==> config.mk <==
export PLATFORM = sky130hd
export DESIGN_NAME = mem_stage
export DESIGN_NICKNAME = d
export VERILOG_FILES = /design/src/rtl/mem_stage.sv
export SDC_FILE = /design/constraint.sdc
export NUM_CORES = 1
export LEC_CHECK = 0
export CORE_ASPECT_RATIO = 1.1
export CORE_MARGIN = 4
export CORE_UTILIZATION = 44
export CTS_CLUSTER_DIAMETER = 200
export DETAILED_ROUTE_END_ITERATION = 10
export GPL_ROUTABILITY_DRIVEN = 0
export PLACE_DENSITY = 0.95
export RECOVER_POWER = 50
export REMOVE_ABC_BUFFERS = 1
export SYNTH_ARGS = -nofsm -noshare
export SYNTH_HDL_FRONTEND = slang
export SYNTH_SLANG_ARGS = --single-unit
==> constraint.sdc <==
create_clock -name clk -period 3.31 [get_ports clk]
set_clock_uncertainty 0.2 [all_clocks]
set_input_delay 0.8275 -clock clk [delete_from_list [all_inputs] [get_ports clk]]
set_output_delay 0.8275 -clock clk [all_outputs]
set_load 0.01 [all_outputs]
==> src/rtl/mem_stage.sv <==
// mem_stage: memory-access stage of the LC-3b pipeline.
//
// Consumes the EX/MEM register outputs, performs the data-cache access for
// loads, stores, byte accesses and LDI/STI (pointer fetch followed by the real
// access), stalls the upstream pipeline until the access completes, and
// loads the MEM/WB register.
//
// Ports:
//   clk, reset_n              clock and synchronous active-low reset
//   in_valid                  EX/MEM holds a live instruction
//   mem_read/write/byte/indirect  decoded memory-operation controls
//   mem_address               effective address
//   mem_aluresult             ALU result, also the store data
//   mem_npc/ir/cs/drid        fields passed through to MEM/WB
//   dmem_*                    data-cache request/response handshake
//   mem_stall                 freezes the upstream pipeline registers
//   wb_*                      MEM/WB register outputs
module mem_stage #(
    parameter int WORD_W = 16
) (
    input  logic              clk,
    input  logic              reset_n,
    input  logic              in_valid,
    input  logic              mem_read,
    input  logic              mem_write,
    input  logic              mem_byte,
    input  logic              mem_indirect,
    input  logic [WORD_W-1:0] mem_address,
    input  logic [WORD_W-1:0] mem_aluresult,
    input  logic [WORD_W-1:0] mem_npc,
    input  logic [WORD_W-1:0] mem_ir,
    input  logic [10:0]       mem_cs,
    input  logic [2:0]        mem_drid,
    output logic              dmem_read,
    output logic              dmem_write,
    output logic [WORD_W-1:0] dmem_address,
    output logic [WORD_W-1:0] dmem_wdata,
    output logic [1:0]        dmem_byte_enable,
    input  logic [WORD_W-1:0] dmem_rdata,
    input  logic              dmem_resp,
    output logic              mem_stall,
    output logic              wb_valid,
    output logic [WORD_W-1:0] wb_data,
    output logic [WORD_W-1:0] wb_npc,
    output logic [WORD_W-1:0] wb_ir,
    output logic [10:0]       wb_cs,
    output logic [2:0]        wb_drid
);

    typedef enum logic [1:0] {
        IDLE = 2'd0,
        PTR  = 2'd1,
        ACC  = 2'd2
    } state_t;

    state_t            state_q, state_d;
    logic [WORD_W-1:0] ptr_q, ptr_d;
    logic              wb_valid_q, wb_valid_d;
    logic [WORD_W-1:0] wb_data_q, wb_data_d;
    logic [WORD_W-1:0] wb_npc_q, wb_npc_d;
    logic [WORD_W-1:0] wb_ir_q, wb_ir_d;
    logic [10:0]       wb_cs_q, wb_cs_d;
    logic [2:0]        wb_drid_q, wb_drid_d;

    logic              mem_op;
    logic              is_store;
    logic [WORD_W-1:0] ea;
    logic [7:0]        rdata_byte;
    logic [WORD_W-1:0] byte_wdata;
    logic              load_wb;
    logic [WORD_W-1:0] load_value;

    assign mem_op   = mem_read | mem_write;
    // Read wins if the decoder ever sets both strobes.
    assign is_store = mem_write & ~mem_read;
    assign ea       = mem_indirect ? ptr_q : mem_address;

    // Byte stores replicate the low byte onto both lanes; the byte enable
    // selects the lane that is actually written.
    generate
        for (genvar gi = 0; gi < 2; gi++) begin : g_byte_lane
            assign byte_wdata[gi*8 +: 8] = mem_aluresult[7:0];
        end
    endgenerate

    assign rdata_byte = ea[0] ? dmem_rdata[15:8] : dmem_rdata[7:0];

    // Upstream advances on the same edge the final response arrives.
    assign mem_stall = in_valid & mem_op & ~((state_q == ACC) & dmem_resp);

    always_comb begin
        state_d          = state_q;
        ptr_d            = ptr_q;
        dmem_read        = 1'b0;
        dmem_write       = 1'b0;
        dmem_address     = '0;
        dmem_wdata       = '0;
        dmem_byte_enable = 2'b00;
        load_wb          = 1'b0;
        load_value       = mem_aluresult;

        case (state_q)
            IDLE: begin
                // No request is issued here; a late response is ignored.
                if (in_valid) begin
                    if (mem_op) begin
                        state_d = mem_indirect ? PTR : ACC;
                    end else begin
                        load_wb = 1'b1;
                    end
                end
            end
            PTR: begin
                dmem_read        = 1'b1;
                dmem_address     = {mem_address[WORD_W-1:1], 1'b0};
                dmem_byte_enable = 2'b11;
                if (dmem_resp) begin
                    ptr_d   = dmem_rdata;
                    state_d = ACC;
                end
            end
            ACC: begin
                dmem_read  = mem_read;
                dmem_write = is_store;
                if (mem_byte) begin
                    dmem_address     = ea;
                    dmem_byte_enable = ea[0] ? 2'b10 : 2'b01;
                    dmem_wdata       = byte_wdata;
                end else begin
                    dmem_address     = {ea[WORD_W-1:1], 1'b0};
                    dmem_byte_enable = 2'b11;
                    dmem_wdata       = mem_aluresult;
                end
                if (dmem_resp) begin
                    load_wb = 1'b1;
                    state_d = IDLE;
                    if (mem_read) begin
                        load_value = mem_byte ? {8'h00, rdata_byte} : dmem_rdata;
                    end
                end
            end
            default: state_d = IDLE;
        endcase

        // Any cycle that does not load MEM/WB injects a bubble.
        wb_valid_d = load_wb;
        wb_data_d  = load_wb ? load_value : wb_data_q;
        wb_npc_d   = load_wb ? mem_npc    : wb_npc_q;
        wb_ir_d    = load_wb ? mem_ir     : wb_ir_q;
        wb_cs_d    = load_wb ? mem_cs     : wb_cs_q;
        wb_drid_d  = load_wb ? mem_drid   : wb_drid_q;
    end

    always_ff @(posedge clk) begin
        if (!reset_n) begin
            state_q    <= IDLE;
            ptr_q      <= '0;
            wb_valid_q <= 1'b0;
            wb_data_q  <= '0;
            wb_npc_q   <= '0;
            wb_ir_q    <= '0;
            wb_cs_q    <= '0;
            wb_drid_q  <= '0;
        end else begin
            state_q    <= state_d;
            ptr_q      <= ptr_d;
            wb_valid_q <= wb_valid_d;
            wb_data_q  <= wb_data_d;
            wb_npc_q   <= wb_npc_d;
            wb_ir_q    <= wb_ir_d;
            wb_cs_q    <= wb_cs_d;
            wb_drid_q  <= wb_drid_d;
        end
    end

    assign wb_valid = wb_valid_q;
    assign wb_data  = wb_data_q;
    assign wb_npc   = wb_npc_q;
    assign wb_ir    = wb_ir_q;
    assign wb_cs    = wb_cs_q;
    assign wb_drid  = wb_drid_q;

endmodule
==> flow_metrics.tcl <==
set metrics [dict create \
    setup_ws_ns -0.00779 \
    drt_pass1_iterations 5 \
    maxCapViolations 0 \
    root_buffer "clkbuf_8" \
    gr-usage-met1_pct 29.0 \
    arrival_ns 2.29 \
    hold_viol 0 \
    fmax_mhz 301 \
    max_slew.worst_pin.slew_ns 1.08 \
    tritoncts "yes" \
    synth_edf_count 0 \
    cts_buffers 9 \
    area_growth_syn_to_layout_pct 59.4 \
    use_met2_pct 45.0 \
    syn_area_per_cell_um2 8.09 \
    grt.busiest_layer "met2" \
    p_per_area_mw_per_mm2 437 \
    die_y_um 109 \
    required_ns 2.28 \
    rsz0062_at_grt "no" \
    final_util_pct 72.3 \
    p_leak_nw 2.72 \
    clock_latency_ns 0.35 \
    p_total_mw 2.82 \
    grt_overflow 0 \
    routed_wl_um 14000 \
    num_antenna_cells 0 \
    coreArea_mm2 0.00892 \
    layout.cells.non_filler 802 \
    slew_viol_final 0 \
    use_met3_pct 6.90 \
    pin_count 202 \
    timing.final.crit_share_pct 100 \
    synth_compound_gate_area_share_pct 27.1 \
    hpwl_um 10200 \
    grtUsageTotal_pct 25.3 \
    synth_top_family_by_area "compound AO/OA/AOI/OAI gates" \
    synth_xor_area_share_pct 0 \
    cts.htree.levels 3 \
    wire_per_inst_um 17.5 \
    netlist_area_mm2 0.00404 \
    place_area_mm2 0.00615 \
    setup_tns_ns -0.00779 \
    critPathMaxFanout 4 \
    yosys.area_share.simple_pct 18.6 \
    grt_pass1_wl_um 22200 \
    outcome "complete, but fails checks" \
    cts.sinks 81 \
    grt_max_degree 63 \
    ctsHoldBuffers 0 \
    final_cell_mix "clkdlybuf4s50_1 (112), dfxtp_1 (81), a21oi_1 (65), dlygate4sd3_1 (63)" \
    crit_path_end_kind "output port" \
    start_util_pct 45.3 \
    peakVddDrop_uv 243 \
    vias 4625 \
    crit_type "in -> out" \
    hold_ws_ns 0.260 \
    post-route-drc-count 0 \
    finalSetupViolCount 1 \
    ys_warn_count 0 \
    die_area_mm2 0.0108 \
    synth_fa_ha_area_share_pct 0.929 \
    max_slew_margin_pct 28.2 \
    fill_cells 616 \
    fp.dieW_um 99.4 \
    seq_area_mm2 0.00162 \
    design_area_mm2 0.00644 \
    yosys.cell_types.count 36 \
    rows 36 \
    pre_cts_ws_ns -0.435 \
    synthArstFlopShare_pct 0 \
    violations "negative setup slack" \
    grt_pass1_vias 4563 \
    start_kind "primary input" \
    nNetsFinal 789 \
    min_period_ns 3.32 \
    holdCritPathClass "reg -> reg" \
    multi_input_area_mm2 0.00216 \
    drtIter0Drc 174 \
    synth-seq-cells 81 \
    cts_buffer_depth 2 \
    synth_ff_type "dfxtp_1" \
    drive_gt1_share_pct 9.01 \
    synthCells 500 \
    synthMuxAreaShare_pct 6.50 \
    dp_cells 783 \
    clkSlewWorstSetupHoldPaths_ns 0.08 \
    layout_commonest_cell "clkdlybuf4s50_1" \
    antenna_left 0 \
    seq_area_frac_synth_pct 40.1 \
    port_buffers 201 \
    vias_per_cell 5.77 \
    antenna_found_initial 0 \
]
## power breakdown
group / total, mW / internal (mW) / switching [mW]
sequential: 1.11 / 1.06 / 0.0440
combinational: 0.886 / 0.453 / 0.433
clock: 0.825 / 0.483 / 0.341
## sequential cells by signal, summed over array words and instances, names as in the netlist
name / count
wb_data: 16
ptr_q: 16
wb_cs: 11
state_q: 2
wb_npc: 16
wb_drid: 3
wb_ir: 16
wb_valid: 1
## final cells by class
class	count	area share, %
Timing Repair Buffer	226	35.4
Multi-Input combinational cell	362	33.5
Sequential cell	81	25.2
Clock buffer	13	2.62
Tap cell	114	2.21
Clock inverter	2	0.932
Inverter	4	0.233
## cell families (layout without fill, tap and decap cells)
group	Yosys count	count (layout)
AND/OR/NAND/NOR	150	150
multiplexers	24	24
adder cells (fa/ha/maj)	3	3
buffers and inverters	57	245
AO/OA/AOI/OAI	185	185
flip-flops	81	81
## final timing paths
kind	slack (ns)	depth (start not counted)	endpoint	from
setup / recovery	-0.008	4	mem_stall	mem_read
hold / removal	0.26	2	ptr_q[9]$_SDFFE_PN0P_	ptr_q[9]$_SDFFE_PN0P_
setup reg to reg	0.62	7	wb_cs[3]$_SDFFE_PN0P_	state_q[0]$_SDFFE_PN0P_
hold reg to reg	0.26	2	ptr_q[9]$_SDFFE_PN0P_	ptr_q[9]$_SDFFE_PN0P_
## cell usage after synthesis (2+ instances only)
cell,number,area (um2)
nand3_1,56,280
and2_1,10,62.6
nor2b_1,24,150
dfxtp_1,81,1620
a22oi_1,14,105
mux2i_1,8,80.1
buf_2,21,105
buf_4,7,52.6
nand2_1,46,173
a211oi_1,16,120
o21a_1,2,15.0
mux2_2,15,169
o31ai_1,8,60.1
o21ai_0,56,280
ha_1,3,37.5
a21boi_0,3,22.5
nor3_1,9,45.0
inv_1,2,7.51
clkbuf_1,22,82.6
buf_1,2,7.51
inv_2,2,7.51
a31oi_1,8,50.1
a311oi_1,8,70.1
a21oi_1,65,325
## worst max-delay path, cell delays in order
cell,delay [ns]
clkdlybuf4s50_1,0.52
o21ai_0,0.18
nor2_1,0.20
clkdlybuf4s50_1,0.56
## routing by layer
metal  up-vias  share of wire [%]
met3        35                9.7
met2       248                 50
met5         -                  0
met4         0                2.4
met1      2168                 38
li1       2174                  -
## what timing repair did
| item | CTS | global route |
|---|---|---|
| resized for setup | 19 | 13 |
| gates cloned | 0 | 0 |
| endpoints found under the setup margin | 22 | 13 |
| hold endpoints to repair | 0 | 0 |
| buffers inserted | 0 | 4 |
Note: power is estimated with default switching activity, not from simulation.
